[src/rtl/mem_access_unit_if.sv]
// Request/acknowledge data bus between the MEM stage and memory.
// The master holds request, address, lanes and store data until acknowledge.
interface mem_access_unit_if;
    logic        bus_request;
    logic        bus_write;
    logic [31:0] bus_address;
    logic [3:0]  bus_byte_select;
    logic [31:0] bus_write_data;
    logic [31:0] bus_read_data;
    logic        bus_acknowledge;

    modport master (
        output bus_request, bus_write, bus_address, bus_byte_select, bus_write_data,
        input  bus_read_data, bus_acknowledge
    );

    modport slave (
        input  bus_request, bus_write, bus_address, bus_byte_select, bus_write_data,
        output bus_read_data, bus_acknowledge
    );
endinterface

[src/rtl/mem_access_unit.sv]
// MEM-stage load/store unit: drives the data bus and produces MEM/WB write-back fields.
// Latency: non-memory ops 0 cycles; memory ops 3 cycles minimum, +1 per extra ack wait cycle.
// Backpressure: stall_request holds upstream while a bus cycle is pending; stall[4] holds DONE.
module mem_access_unit #(
    parameter int ACK_TIMEOUT = 255
) (
    input  logic              clock,
    input  logic              reset,
    input  logic [5:0]        stall,
    input  logic [7:0]        mem_operator,
    input  logic [31:0]       mem_operand_a,
    input  logic [31:0]       mem_operand_b,
    input  logic              mem_register_write_enable,
    input  logic [4:0]        mem_register_write_address,
    input  logic [31:0]       mem_register_write_data,
    output logic              wb_register_write_enable,
    output logic [4:0]        wb_register_write_address,
    output logic [31:0]       wb_register_write_data,
    output logic              stall_request,
    output logic              address_error,
    output logic              bus_error,
    mem_access_unit_if.master bus
);

    localparam logic [7:0] OP_LB  = 8'b1110_0000;
    localparam logic [7:0] OP_LH  = 8'b1110_0001;
    localparam logic [7:0] OP_LW  = 8'b1110_0011;
    localparam logic [7:0] OP_LBU = 8'b1110_0100;
    localparam logic [7:0] OP_LHU = 8'b1110_0101;
    localparam logic [7:0] OP_SB  = 8'b1110_1000;
    localparam logic [7:0] OP_SH  = 8'b1110_1001;
    localparam logic [7:0] OP_SW  = 8'b1110_1011;

    localparam logic [1:0] SZ_BYTE = 2'd0;
    localparam logic [1:0] SZ_HALF = 2'd1;
    localparam logic [1:0] SZ_WORD = 2'd2;

    localparam int CW = (ACK_TIMEOUT < 2) ? 1 : $clog2(ACK_TIMEOUT + 1);

    typedef enum logic [1:0] {IDLE, WAIT_ACK, DONE} state_t;

    state_t       state;
    logic         req_q, write_q, bus_error_q;
    logic [31:0]  addr_q, wdata_q;
    logic [3:0]   bsel_q;
    logic [1:0]   cap_size, cap_off;
    logic         cap_signed, cap_wen;
    logic [4:0]   cap_waddr;
    logic [31:0]  cap_data;
    logic [CW-1:0] ack_count;

    logic         is_mem, is_load, is_signed, misaligned, issue, timeout_hit;
    logic [1:0]   size;
    logic [3:0]   lanes;
    logic [31:0]  store_data, load_value;
    logic [7:0]   byte_sel;
    logic [15:0]  half_sel;

    // Only the MEM bit of the stall vector matters here.
    logic unused_stall_bits;
    assign unused_stall_bits = ^{stall[5], stall[3:0]};

    always_comb begin
        is_mem    = 1'b1;
        is_load   = 1'b1;
        is_signed = 1'b0;
        size      = SZ_WORD;
        case (mem_operator)
            OP_LB:   begin size = SZ_BYTE; is_signed = 1'b1; end
            OP_LBU:  size = SZ_BYTE;
            OP_LH:   begin size = SZ_HALF; is_signed = 1'b1; end
            OP_LHU:  size = SZ_HALF;
            OP_LW:   size = SZ_WORD;
            OP_SB:   begin size = SZ_BYTE; is_load = 1'b0; end
            OP_SH:   begin size = SZ_HALF; is_load = 1'b0; end
            OP_SW:   is_load = 1'b0;
            default: begin is_mem = 1'b0; is_load = 1'b0; end
        endcase
    end

    assign misaligned = is_mem && (((size == SZ_HALF) && mem_operand_a[0]) ||
                                   ((size == SZ_WORD) && (mem_operand_a[1:0] != 2'b00)));
    assign issue = is_mem && !misaligned;

    // Big-endian lane mapping: address offset 0 is the most significant byte.
    always_comb begin
        lanes      = 4'b1111;
        store_data = 32'h0;
        case (size)
            SZ_BYTE: lanes = 4'b1000 >> mem_operand_a[1:0];
            SZ_HALF: lanes = mem_operand_a[1] ? 4'b0011 : 4'b1100;
            default: lanes = 4'b1111;
        endcase
        if (!is_load) begin
            case (size)
                SZ_BYTE: store_data = {4{mem_operand_b[7:0]}};
                SZ_HALF: store_data = {2{mem_operand_b[15:0]}};
                default: store_data = mem_operand_b;
            endcase
        end
    end

    always_comb begin
        byte_sel   = 8'h00;
        half_sel   = cap_off[1] ? bus.bus_read_data[15:0] : bus.bus_read_data[31:16];
        load_value = bus.bus_read_data;
        case (cap_off)
            2'd0: byte_sel = bus.bus_read_data[31:24];
            2'd1: byte_sel = bus.bus_read_data[23:16];
            2'd2: byte_sel = bus.bus_read_data[15:8];
            default: byte_sel = bus.bus_read_data[7:0];
        endcase
        case (cap_size)
            SZ_BYTE: load_value = {{24{cap_signed & byte_sel[7]}}, byte_sel};
            SZ_HALF: load_value = {{16{cap_signed & half_sel[15]}}, half_sel};
            default: load_value = bus.bus_read_data;
        endcase
    end

    // The abort edge is the one at which the counter would reach ACK_TIMEOUT.
    assign timeout_hit = (ACK_TIMEOUT != 0) && ((int'(ack_count) + 1) >= ACK_TIMEOUT);

    always_ff @(posedge clock) begin
        if (reset) begin
            state       <= IDLE;
            req_q       <= 1'b0;
            write_q     <= 1'b0;
            bus_error_q <= 1'b0;
            addr_q      <= 32'h0;
            wdata_q     <= 32'h0;
            bsel_q      <= 4'h0;
            cap_size    <= SZ_BYTE;
            cap_off     <= 2'b00;
            cap_signed  <= 1'b0;
            cap_wen     <= 1'b0;
            cap_waddr   <= 5'd0;
            cap_data    <= 32'h0;
            ack_count   <= '0;
        end else begin
            bus_error_q <= 1'b0;
            case (state)
                IDLE: begin
                    if (issue) begin
                        state      <= WAIT_ACK;
                        req_q      <= 1'b1;
                        write_q    <= !is_load;
                        addr_q     <= {mem_operand_a[31:2], 2'b00};
                        bsel_q     <= lanes;
                        wdata_q    <= store_data;
                        cap_size   <= size;
                        cap_off    <= mem_operand_a[1:0];
                        cap_signed <= is_signed;
                        cap_wen    <= is_load && mem_register_write_enable;
                        cap_waddr  <= mem_register_write_address;
                        ack_count  <= '0;
                    end
                end
                WAIT_ACK: begin
                    if (bus.bus_acknowledge) begin
                        req_q    <= 1'b0;
                        cap_data <= load_value;
                        state    <= DONE;
                    end else if (timeout_hit) begin
                        req_q       <= 1'b0;
                        bus_error_q <= 1'b1;
                        cap_wen     <= 1'b0;
                        ack_count   <= ack_count + CW'(1);
                        state       <= DONE;
                    end else if (ACK_TIMEOUT != 0) begin
                        ack_count <= ack_count + CW'(1);
                    end
                end
                DONE: begin
                    if (!stall[4]) state <= IDLE;
                end
                default: state <= IDLE;
            endcase
        end
    end

    always_comb begin
        stall_request             = 1'b0;
        address_error             = 1'b0;
        wb_register_write_enable  = 1'b0;
        wb_register_write_address = mem_register_write_address;
        wb_register_write_data    = mem_register_write_data;
        case (state)
            IDLE: begin
                if (!is_mem)         wb_register_write_enable = mem_register_write_enable;
                else if (misaligned) address_error = 1'b1;
                else                 stall_request = 1'b1;
            end
            WAIT_ACK: stall_request = 1'b1;
            DONE: begin
                wb_register_write_enable  = cap_wen;
                wb_register_write_address = cap_waddr;
                wb_register_write_data    = cap_data;
            end
            default: ;
        endcase
        if (reset) begin
            stall_request = 1'b0;
            address_error = 1'b0;
        end
    end

    assign bus_error           = bus_error_q;
    assign bus.bus_request     = req_q;
    assign bus.bus_write       = write_q;
    assign bus.bus_address     = addr_q;
    assign bus.bus_byte_select = bsel_q;
    assign bus.bus_write_data  = wdata_q;

endmodule
[src/flat_wrapper.sv]
// flat-port wrapper written by rule: the top's interface ports become plain ports
module mem_access_unit_flat 
#(
    parameter int ACK_TIMEOUT = 255
)
  (clock, reset, stall, mem_operator, mem_operand_a, mem_operand_b, mem_register_write_enable, mem_register_write_address, mem_register_write_data, wb_register_write_enable, wb_register_write_address, wb_register_write_data, stall_request, address_error, bus_error, bus_bus_request, bus_bus_write, bus_bus_address, bus_bus_byte_select, bus_bus_write_data, bus_bus_read_data, bus_bus_acknowledge);
  mem_access_unit_if bus_i ();
  input  logic clock;
  input  logic reset;
  input  logic [5:0] stall;
  input  logic [7:0] mem_operator;
  input  logic [31:0] mem_operand_a;
  input  logic [31:0] mem_operand_b;
  input  logic mem_register_write_enable;
  input  logic [4:0] mem_register_write_address;
  input  logic [31:0] mem_register_write_data;
  output logic wb_register_write_enable;
  output logic [4:0] wb_register_write_address;
  output logic [31:0] wb_register_write_data;
  output logic stall_request;
  output logic address_error;
  output logic bus_error;
  output wire logic [$bits(bus_i.bus_request)-1:0] bus_bus_request;
  output wire logic [$bits(bus_i.bus_write)-1:0] bus_bus_write;
  output wire logic [$bits(bus_i.bus_address)-1:0] bus_bus_address;
  output wire logic [$bits(bus_i.bus_byte_select)-1:0] bus_bus_byte_select;
  output wire logic [$bits(bus_i.bus_write_data)-1:0] bus_bus_write_data;
  input wire logic [$bits(bus_i.bus_read_data)-1:0] bus_bus_read_data;
  input wire logic [$bits(bus_i.bus_acknowledge)-1:0] bus_bus_acknowledge;
  assign bus_bus_request = bus_i.bus_request;
  assign bus_bus_write = bus_i.bus_write;
  assign bus_bus_address = bus_i.bus_address;
  assign bus_bus_byte_select = bus_i.bus_byte_select;
  assign bus_bus_write_data = bus_i.bus_write_data;
  assign bus_i.bus_read_data = bus_bus_read_data;
  assign bus_i.bus_acknowledge = bus_bus_acknowledge;
  mem_access_unit #(.ACK_TIMEOUT(ACK_TIMEOUT)) u_core (.clock(clock), .reset(reset), .stall(stall), .mem_operator(mem_operator), .mem_operand_a(mem_operand_a), .mem_operand_b(mem_operand_b), .mem_register_write_enable(mem_register_write_enable), .mem_register_write_address(mem_register_write_address), .mem_register_write_data(mem_register_write_data), .wb_register_write_enable(wb_register_write_enable), .wb_register_write_address(wb_register_write_address), .wb_register_write_data(wb_register_write_data), .stall_request(stall_request), .address_error(address_error), .bus_error(bus_error), .bus(bus_i));
endmodule
[config.mk]
export PLATFORM = sky130hd
export DESIGN_NAME = mem_access_unit_flat
export DESIGN_NICKNAME = d
export VERILOG_FILES = /design/src/rtl/mem_access_unit_if.sv /design/src/rtl/mem_access_unit.sv /design/src/flat_wrapper.sv
export SDC_FILE = /design/constraint.sdc
export NUM_CORES = 1
export LEC_CHECK = 0
export BUFFER_PORTS_ARGS = -buffer_cell sky130_fd_sc_hd__buf_2
export CAP_MARGIN = 20
export CELL_PAD_IN_SITES_DETAIL_PLACEMENT = 0
export CELL_PAD_IN_SITES_GLOBAL_PLACEMENT = 1
export CORE_UTILIZATION = 33
export CTS_BUF_LIST = sky130_fd_sc_hd__clkbuf_16
export CTS_CLUSTER_DIAMETER = 150
export DETAILED_ROUTE_END_ITERATION = 10
export PLACE_DENSITY_LB_ADDON = 0.25
export SETUP_SLACK_MARGIN = 0.1
export SKIP_CTS_REPAIR_TIMING = 1
export SLEW_MARGIN = 20
export SYNTH_ARGS = -nofsm -noshare
export SYNTH_HDL_FRONTEND = slang
export SYNTH_SLANG_ARGS = --single-unit
[constraint.sdc]
create_clock -name clock -period 2.43 [get_ports clock]
set_input_delay 0.486 -clock clock [delete_from_list [all_inputs] [get_ports clock]]
set_output_delay 0.486 -clock clock [all_outputs]
set_load 0.01 [all_outputs]
==> qor.yml <==
vias_per_cell: 4.89
synth_edf_count: 0
netlist_area_um2: 5930
ant_nets: 0
die_x_um: 136
irDropWorstVdd_mv: 0.460
powerDensity_nw_per_um2: 600
die_area_um2: 18500
min_path_type: "primary input to flop"
fp-row-count: 48
clock.fmax_mhz: 452
setup_viol: 0
drt_wl_total_mm: 18.7
gp_congestion: 0.764
grt_usage_pct: 20.2
grt_pass1_wl_mm: 29.0
cp-start-kind: "primary input"
skew_ns: 0.00920
fin_crit_ns: 2.21
clkTransAtPathRegs_ns: 0.06
dpl-instance-area_um2: 7470
async_reset_ff_share_pct: 0
root_buffer: "clkbuf_16"
total_power_mw: 4.82
p_leak_nw: 3.61
ys_types: 56
path_class: "primary input to output pin"
clk_path_buf_depth: 2
io_pins: 262
outcome: "finished clean"
rsz0062_at_grt: "no"
layout_common_cells: "nand2_1, buf_2, dfxtp_1"
seq_area_frac_synth_pct: 41.2
tritoncts: "done"
nNetsFinal: 1193
grt-ovfl-total: 0
area_growth_pct: 35.4
fin_tns_setup_ns: 0
drv_slew: 0
synth_warnings: 0
syn_avg_cell_area_um2: 7.40
final_common_cell: "nand2_1"
cp-end-kind: "output pin"
drt_iter0_drc: 275
core_region_area_um2: 17400
grt_max_degree: 43
post-route-period-util_pct: 91.0
drive_gt1_share_pct: 31.1
clock_sinks: 122
drc: 0
antenna_found_initial: 3
crit_required_ns: 1.94
numCtsBuffers: 17
worst_pin_slew_ns: 0.579
dp_hpwl_mm: 13.2
dr.pass1.iters: 4
start_util_pct: 34.1
vias: 6264
clk_latency_ns: 0.42
hold_violations: 0
htree_levels: 4
avgRoutedWirePerCell_um: 14.6
ys_ff_latch: 122
grt_pass1_vias: 5577
postLayoutCellArea_um2: 8030
port_buffers: 254
die_height_um: 136
syn_inst: 801
arrival_ns: 1.72
synth-main-ff-cell: "dfxtp_1"
cp_max_fo: 8
cap_violations: 0
slew_headroom_pct: 61.3
[power breakdown]
| part | switching [mW] | internal [mW] | leakage [nW] |
|---|---|---|---|
| Clock | 0.972 | 1.40 | 0.261 |
| Combinational | 0.231 | 0.192 | 2.37 |
| Sequential | 0.00764 | 2.01 | 0.984 |
[state kept, by name, summed over array words and instances, names as in the netlist]
register and flops:
u_core.bus.bus_write_data 32, u_core.cap_data 32, u_core.bus.bus_address 30, u_core.ack_count 8
u_core.cap_waddr 5, u_core.bus.bus_byte_select 4, u_core.cap_off 2, u_core.cap_size 2
u_core.state 2, u_core.bus.bus_request 1, u_core.bus.bus_write 1, u_core.bus_error 1
u_core.cap_signed 1, u_core.cap_wen 1
[area by class of cell]
type / count / area [µm²]
Fill cell: 1851 / 9390
Multi-Input combinational cell: 608 / 3190
Sequential cell: 122 / 2440
Timing Repair Buffer: 282 / 1520
Clock buffer: 17 / 425
Tap cell: 225 / 282
Clock inverter: 15 / 126
Inverter: 9 / 33.8
Antenna cell: 2 / 5.00
[cell usage after synthesis, drive strengths merged (2+ instances only)]
cell     number  share of area, %
a22o         16               2.4
a211oi       27               3.4
buf          16               1.7
nand3        10              0.93
nor2b         5              0.53
or3           7              0.82
nor2         63               4.0
nor3         14               1.3
o21ai        36               3.3
inv           9              0.57
o221ai        8               1.2
dfxtp       122                41
and2          2              0.21
nand3b        3              0.38
nand2       254                16
a31oi         5              0.53
a22oi         8               1.0
o211ai        3              0.38
mux2i        31               5.2
clkbuf       47               3.0
nand2b        5              0.53
mux2          2              0.38
a2111oi       2              0.40
o21a          2              0.25
ha            2              0.42
a21oi        80               6.9
a311oi        3              0.44
[path summary, 6_finish.rpt]
path	slack (ns)	cells after the start	endpoint	startpoint
max	0.22	7	stall_request	mem_operator[4]
min	0.31	3	u_core.bus.bus_address[25]	mem_operand_a[25]
max reg2reg	0.49	6	u_core.bus.bus_write_data[4]	u_core.state[0]
min reg2reg	0.44	2	u_core.bus.bus_write_data[10]	u_core.bus.bus_write_data[10]
[layer usage]
metal / share of wire, % / GRT usage (%)
met5: 0 / 0
met4: 1.6 / 8.21
met3: 7.2 / 5.97
met2: 45 / 31.6
met1: 46 / 25.8
[per-stage QoR]
stage | hold WS (ns) | utilization (%) | std cells | setup WS (ns)
after floorplan | 0.432 | - | 802 | 0.383
after global placement | 0.432 | 42.9 | 1246 | 0.114
after detailed placement | 0.436 | 42.9 | 1246 | 0.0919
after CTS | 0.280 | 46.0 | 1278 | 0.122
after global routing | 0.285 | 46.1 | 1280 | 0.113
final | 0.305 | 46.1 | 1280 | 0.219
[worst max-delay path, cell delays in order]
cell	delay [ns]
buf_2	0.10
and4b_2	0.40
nand2_1	0.09
a22o_1	0.29
nor2_1	0.10
o21a_1	0.11
buf_2	0.14
[cells by family (layout without fill, tap and decap cells)]
family / Yosys count / in the layout / share of synthesized area, %
buffers and inverters: 72 / 323 / 5.27
flip-flops: 122 / 122 / 41.2
other: 1 / 4 / 0.0632
AND/OR/NAND/NOR: 373 / 373 / 26.1
adder cells (fa/ha/maj): 2 / 2 / 0.422
multiplexers: 33 / 33 / 5.61
AO/OA/AOI/OAI: 198 / 198 / 21.4
(Power assumes the default switching activity.)
